`config.mk`:
```
export PLATFORM = sky130hd
export DESIGN_NAME = status_reg_unit
export DESIGN_NICKNAME = d
export VERILOG_FILES = /design/src/rtl/core_pkg.sv /design/src/rtl/ex_flag_slot.sv /design/src/rtl/status_reg_unit.sv
export SDC_FILE = /design/constraint.sdc
export NUM_CORES = 1
export LEC_CHECK = 0
export BUFFER_PORTS_ARGS = -buffer_cell sky130_fd_sc_hd__buf_2
export CAP_MARGIN = 10
export CORE_AREA = 2 2 39 41
export DETAILED_ROUTE_END_ITERATION = 7
export DIE_AREA = 0 0 41 43
export PLACE_DENSITY_LB_ADDON = 0.12
export RECOVER_POWER = 50
export SETUP_SLACK_MARGIN = 0.4
export SKIP_CTS_REPAIR_TIMING = 1
export SLEW_MARGIN = 30
export SYNTH_ARGS = -nofsm -noshare
export SYNTH_HDL_FRONTEND = slang
export SYNTH_SLANG_ARGS = --single-unit
```
`constraint.sdc`:
```
create_clock -name clk -period 1.1 [get_ports clk]
set_input_delay 0.055 -clock clk [delete_from_list [all_inputs] [get_ports clk]]
set_output_delay 0.055 -clock clk [all_outputs]
set_load 0.05 [all_outputs]
```
`src/rtl/core_pkg.sv`:
```
// Shared core definitions: NZCV bit positions, the always-condition code and
// the status vector type used by the flag unit and the condition checker.
package core_pkg;

  localparam int FLAG_N = 3;
  localparam int FLAG_Z = 2;
  localparam int FLAG_C = 1;
  localparam int FLAG_V = 0;

  localparam logic [3:0] COND_AL = 4'b1110;

  typedef logic [3:0] status_t;

  // Anything other than "always" reads the flags in ID and can depend on EX.
  function automatic logic is_conditional(input logic [3:0] cond);
    return cond != COND_AL;
  endfunction

endpackage

```
`src/rtl/ex_flag_slot.sv`:
```
// EX-stage slot tracking whether the instruction in EX is real and sets flags.
// A bubble is loaded whenever ID does not advance into EX this cycle.
module ex_flag_slot (
  input  logic clk,
  input  logic rst,
  input  logic bubble,
  input  logic id_valid,
  input  logic id_s,
  output logic ex_valid,
  output logic ex_s
);

  always_ff @(posedge clk) begin
    if (rst) begin
      ex_valid <= 1'b0;
      ex_s     <= 1'b0;
    end else if (bubble) begin
      ex_valid <= 1'b0;
      ex_s     <= 1'b0;
    end else begin
      ex_valid <= id_valid;
      ex_s     <= id_valid & id_s;
    end
  end

endmodule

```
`src/rtl/status_reg_unit.sv`:
```
// Architectural NZCV register with EX commit, ID-side bypass or one-cycle
// flag hazard stall, and a saturating count of hazard stall cycles.
module status_reg_unit
  import core_pkg::*;
#(
  parameter bit BYPASS = 1'b1,
  parameter int CNT_W  = 16
) (
  input  logic             clk,
  input  logic             rst,
  input  logic             freeze,
  input  logic             flush,
  input  logic             id_valid,
  input  logic [3:0]       id_cond,
  input  logic             id_s,
  input  logic [3:0]       alu_flags,
  output logic [3:0]       status,
  output logic [3:0]       status_fwd,
  output logic             ex_sets_flags,
  output logic             flag_hazard,
  output logic [CNT_W-1:0] stall_cnt
);

  logic    ex_valid;
  logic    ex_s;
  logic    slot_bubble;
  status_t status_q;

  assign slot_bubble = freeze | flush | flag_hazard;

  ex_flag_slot u_slot (
    .clk      (clk),
    .rst      (rst),
    .bubble   (slot_bubble),
    .id_valid (id_valid),
    .id_s     (id_s),
    .ex_valid (ex_valid),
    .ex_s     (ex_s)
  );

  assign ex_sets_flags = ex_valid & ex_s;

  // The EX instruction is older than anything flush or freeze acts on, so it
  // always commits its flags.
  always_ff @(posedge clk) begin
    if (rst) begin
      status_q <= '0;
    end else if (ex_sets_flags) begin
      status_q <= alu_flags;
    end
  end

  assign status = status_q;

  always_comb begin
    status_fwd  = status_q;
    flag_hazard = 1'b0;
    if (BYPASS) begin
      if (ex_sets_flags) begin
        status_fwd = alu_flags;
      end
    end else begin
      flag_hazard = id_valid & is_conditional(id_cond) & ex_sets_flags & ~flush;
    end
  end

  always_ff @(posedge clk) begin
    if (rst) begin
      stall_cnt <= '0;
    end else if (flag_hazard && (stall_cnt != {CNT_W{1'b1}})) begin
      stall_cnt <= stall_cnt + CNT_W'(1);
    end
  end

endmodule
```
=== Word-level counts from Yosys, hierarchy flattened ===
Cells that the tools add are included.

* Bits in registers: 6
* Input bits: 14
* Output and inout port bits: 26
* Word-level logic and storage cells: 8

* Mux-type cells: 1
* Bitwise operators: 3
* Reductions and logical operators: 1

{| class="wikitable"
|+ Operators by type and width
! operator !! number
|-
| $mux 4 || 1
|-
| $and 1x1->1 || 2
|-
| $reduce_or 2->1 || 1
|-
| $or 1x1->1 || 1
|}

=== Longest topological paths before layout ===
* Depth in word-level cells: 2
* Mapped depth: 3

=== Hierarchy ===
From an unflattened synthesis, not the netlist that was laid out.

* Cells, all modules: 46
* Area, all modules: 396.6 µm²

{| class="wikitable"
|+ Modules (own cells, without submodules)
! module !! instances !! cells each !! area an instance (µm²)
|-
| status_reg_unit || 1 || 42 || 336.6
|-
| ex_flag_slot || 1 || 4 || 60.1
|}

=== Least setup slack after synthesis ===
No wires, ideal clock.

* Kind: register to output
* Start point: reg status_q[0] (netlist: status[0])
* End point: out status_fwd[0]
* Arrival: 1.228 ns
* Slack: -0.183 ns
* Stages on the path, launching flop included: 3
* Path buffers: 0
* Cell sequence: dfxtp_1 -> a21bo_2 -> nand2_1

* Cells in the longest elaborated chain, start to end: 1

{| class="wikitable"
|+ Ends and longest elaborated chain
! element !! line !! source
|-
| start, declared || status_reg_unit.sv:27 || <nowiki>status_t status_q;</nowiki>
|-
| start signal, assigned || status_reg_unit.sv:49 || <nowiki>status_q <= alu_flags;</nowiki>
|-
| $mux 4 || status_reg_unit.sv:59 || <nowiki>if (ex_sets_flags) begin</nowiki>
|-
| end, declared || status_reg_unit.sv:18 || <nowiki>output logic [3:0] status_fwd,</nowiki>
|}

No other way between the ends.

=== Worst setup path after layout ===
* Start point: reg u_slot.ex_s
* End point: out status_fwd[2]

* Cells in the longest elaborated chain, start to end: 2

{| class="wikitable"
|+ Ends and longest elaborated chain
! element !! line !! source
|-
| start, declared || ex_flag_slot.sv:10 || <nowiki>output logic ex_s</nowiki>
|-
| start signal, assigned || ex_flag_slot.sv:22 || <nowiki>ex_s <= id_valid & id_s;</nowiki>
|-
| $and 1x1->1 || status_reg_unit.sv:41 || <nowiki>assign ex_sets_flags = ex_valid & ex_s;</nowiki>
|-
| $mux 4 || status_reg_unit.sv:59 ||
|}

No other way between the ends.

==> flow_summary.toml <==
[setup_path]
cp_data_required_time_ns = 1.04
endpoint_kind = "primary output"
worst_ep_arrival_time_ns = 1.14
cp_cell_sequence = "buf_6, a21bo_4, nand2_4, buf_8"
slowest_stage = "dfxtp_4"
crit_family = "flip-flops"
crit_type = "reg -> out"
cpPeakStageDelay_ns = 0.36
crit_buf_inv = 2
crit_fanout = 6
start_kind = "register"

[pwr]
power_switching_uw = 233
power.leakage_uw = 0.000308
swShare_pct = 38.9
pwr-share-clk_pct = 38.1
p_per_area_nw_per_um2 = 960
ir_drop_v = 0.000441
intPower_uw = 365
p_total_uw = 598
p_seq_share_pct = 35.2
power_frac_comb_pct = 26.8

[placement]
dp.cells = 79
io_buffers = 18
place_area_um2 = 512
dp_worst_setup_slack_ns = -0.0139
dp_hpwl_um = 556
gp_congestion = 0.618

[global_routing]
grt_pass1_vias = 236
grt_pass1_wl_um = 890
grt_overflow = 0
grt_use_total_pct = 8.24
grt_max_degree = 7
antenna_found_initial = 0

[run_status]
status = "complete, but fails checks"
violations = "hold timing, setup timing"

[routing]
totalWireLength_um = 731
maxUsedRoutingLayer = "met4"
drt_first_pass_iters = 1
wl_met2_um = 390
ant_nets = 0
drtIter0Drc = 0
viasPerCell = 3.79
vias = 318
dr_wl_met3_um = 68
wl_per_cell_um = 8.70
drc = 0
drt-met1-wl_um = 268

[die]
io_pins = 40
dieArea_um2 = 1760
initial_utilization_pct = 28.2
die_w_um = 41
core_area_um2 = 1380
die_y_um = 43
rows = 14

[clock_network]
clock_sinks = 6
htreeDepth = 1
cts_tree = "done"
insertion_delay_ns = 0.25
clk_pin_slew_worst_paths_ns = 0.05
cts-root-buf = "clkbuf_4"
cts_buffers = 3
clockBufferDepth = 2

[timing]
fin_skew_ns = 0.00799
fmax_mhz = 834
hold_violations = 1
period_needed_ns = 1.20
finalCritPeriodShare_pct = 109
setup_tns_ns = -0.354
slew_viol_final = 0
finalSetupViolCount = 4
layout_setup_ws_ns = -0.0995
rsz0062_at_grt = "yes"
whs_ns = -0.0237

[layout]
final-instance-count-excl-fill = 84
fill_cells = 144
antennaDiodeCount = 0
area_delta_synth_final_pct = 59.6
drive_above_1_share_pct = 61.8
fin_area_um2 = 623
layout.nets = 83

[synthesis]
syn_area_um2 = 390
avgSynthCellArea_um2 = 8.67
synth_seq_area_share_pct = 30.8
ys_warn_count = 0
synthCells = 45
yosysUniqueCellTypes = 11
ys_ff_latch = 6

[min_path]
min_path_type = "in -> reg"

[job]
maxCapViolations = 0
path summary, 6_finish.rpt:
check                    startpoint                         end  slack [ns]  cells after the start
max          u_slot.ex_s$_SDFF_PP0_               status_fwd[2]        -0.1                      4
min                          freeze  u_slot.ex_valid$_SDFF_PP0_       -0.02                      2
min reg2reg    status[3]$_SDFF_PP0_        status[3]$_SDFF_PP0_        0.61                      2
max reg2reg  u_slot.ex_s$_SDFF_PP0_        status[2]$_SDFF_PP0_        0.10                      4
synth_stat cells (all sizes together):
library cell,count,share of area [%]
nand3,4,5.1
a21bo,4,10
and2,2,3.2
a21oi,4,5.1
nand2,4,3.8
conb,1,0.96
dfxtp,6,31
buf,19,37
nor4b,1,3.8
cells in the final DEF (no fill, tap or decap):
| master | instances |
|---|---|
| a21bo_4 | 4 |
| a21oi_1 | 2 |
| a21oi_2 | 2 |
| and2_0 | 1 |
| and2_4 | 1 |
| buf_2 | 9 |
| buf_4 | 1 |
| buf_6 | 3 |
| buf_8 | 6 |
| clkbuf_1 | 1 |
| clkbuf_2 | 3 |
| clkbuf_4 | 3 |
| conb_1 | 17 |
| dfxtp_2 | 1 |
| dfxtp_4 | 5 |
| nand2_4 | 4 |
| nand3_1 | 4 |
| nor4b_1 | 1 |
flip-flops by register name, indices dropped and copies added, names as in the netlist:
signal and cells:
u_slot.ex_s 1, status 4, u_slot.ex_valid 1
stage by stage:
step	hold WS, ns	util (%)
floorplan	0.114	-
global placement	0.236	37.0
detailed placement	0.235	37.0
CTS	-0.0319	38.9
global route	-0.0292	45.0
finish	-0.0237	45.0
power by group through the flow:
stage / clock network (uW) / registers, uW / logic [uW]
floorplan: 0 / 215 / 184
global placement: 0 / 216 / 157
detailed placement: 0 / 216 / 157
CTS: 244 / 211 / 157
global route: 254 / 210 / 168
finish: 228 / 210 / 160
kinds of logic after synthesis:
kind of cell | synth area share, %
buffers and inverters | 36.9
AND/OR/NAND/NOR | 16.0
AO/OA/AOI/OAI | 15.4
flip-flops | 30.8
other | 0.961
per-layer routing:
metal / global-route usage [%] / up-vias
met2: 10.9 / 18
li1: - / 158
met3: 3.14 / 2
met1: 8.39 / 140
met5: 0 / -
met4: 10.0 / 0
area by class of cell:
| cell class | count | area (um2) | area share, % |
|---|---|---|---|
| multi-input cells | 36 | 245 | 39.4 |
| repair buffers | 22 | 191 | 30.7 |
| flip-flops and latches | 6 | 140 | 22.5 |
| clock buffers | 4 | 26.3 | 4.22 |
| well taps | 16 | 20.0 | 3.21 |
Power figures use the tool's default switching activity.
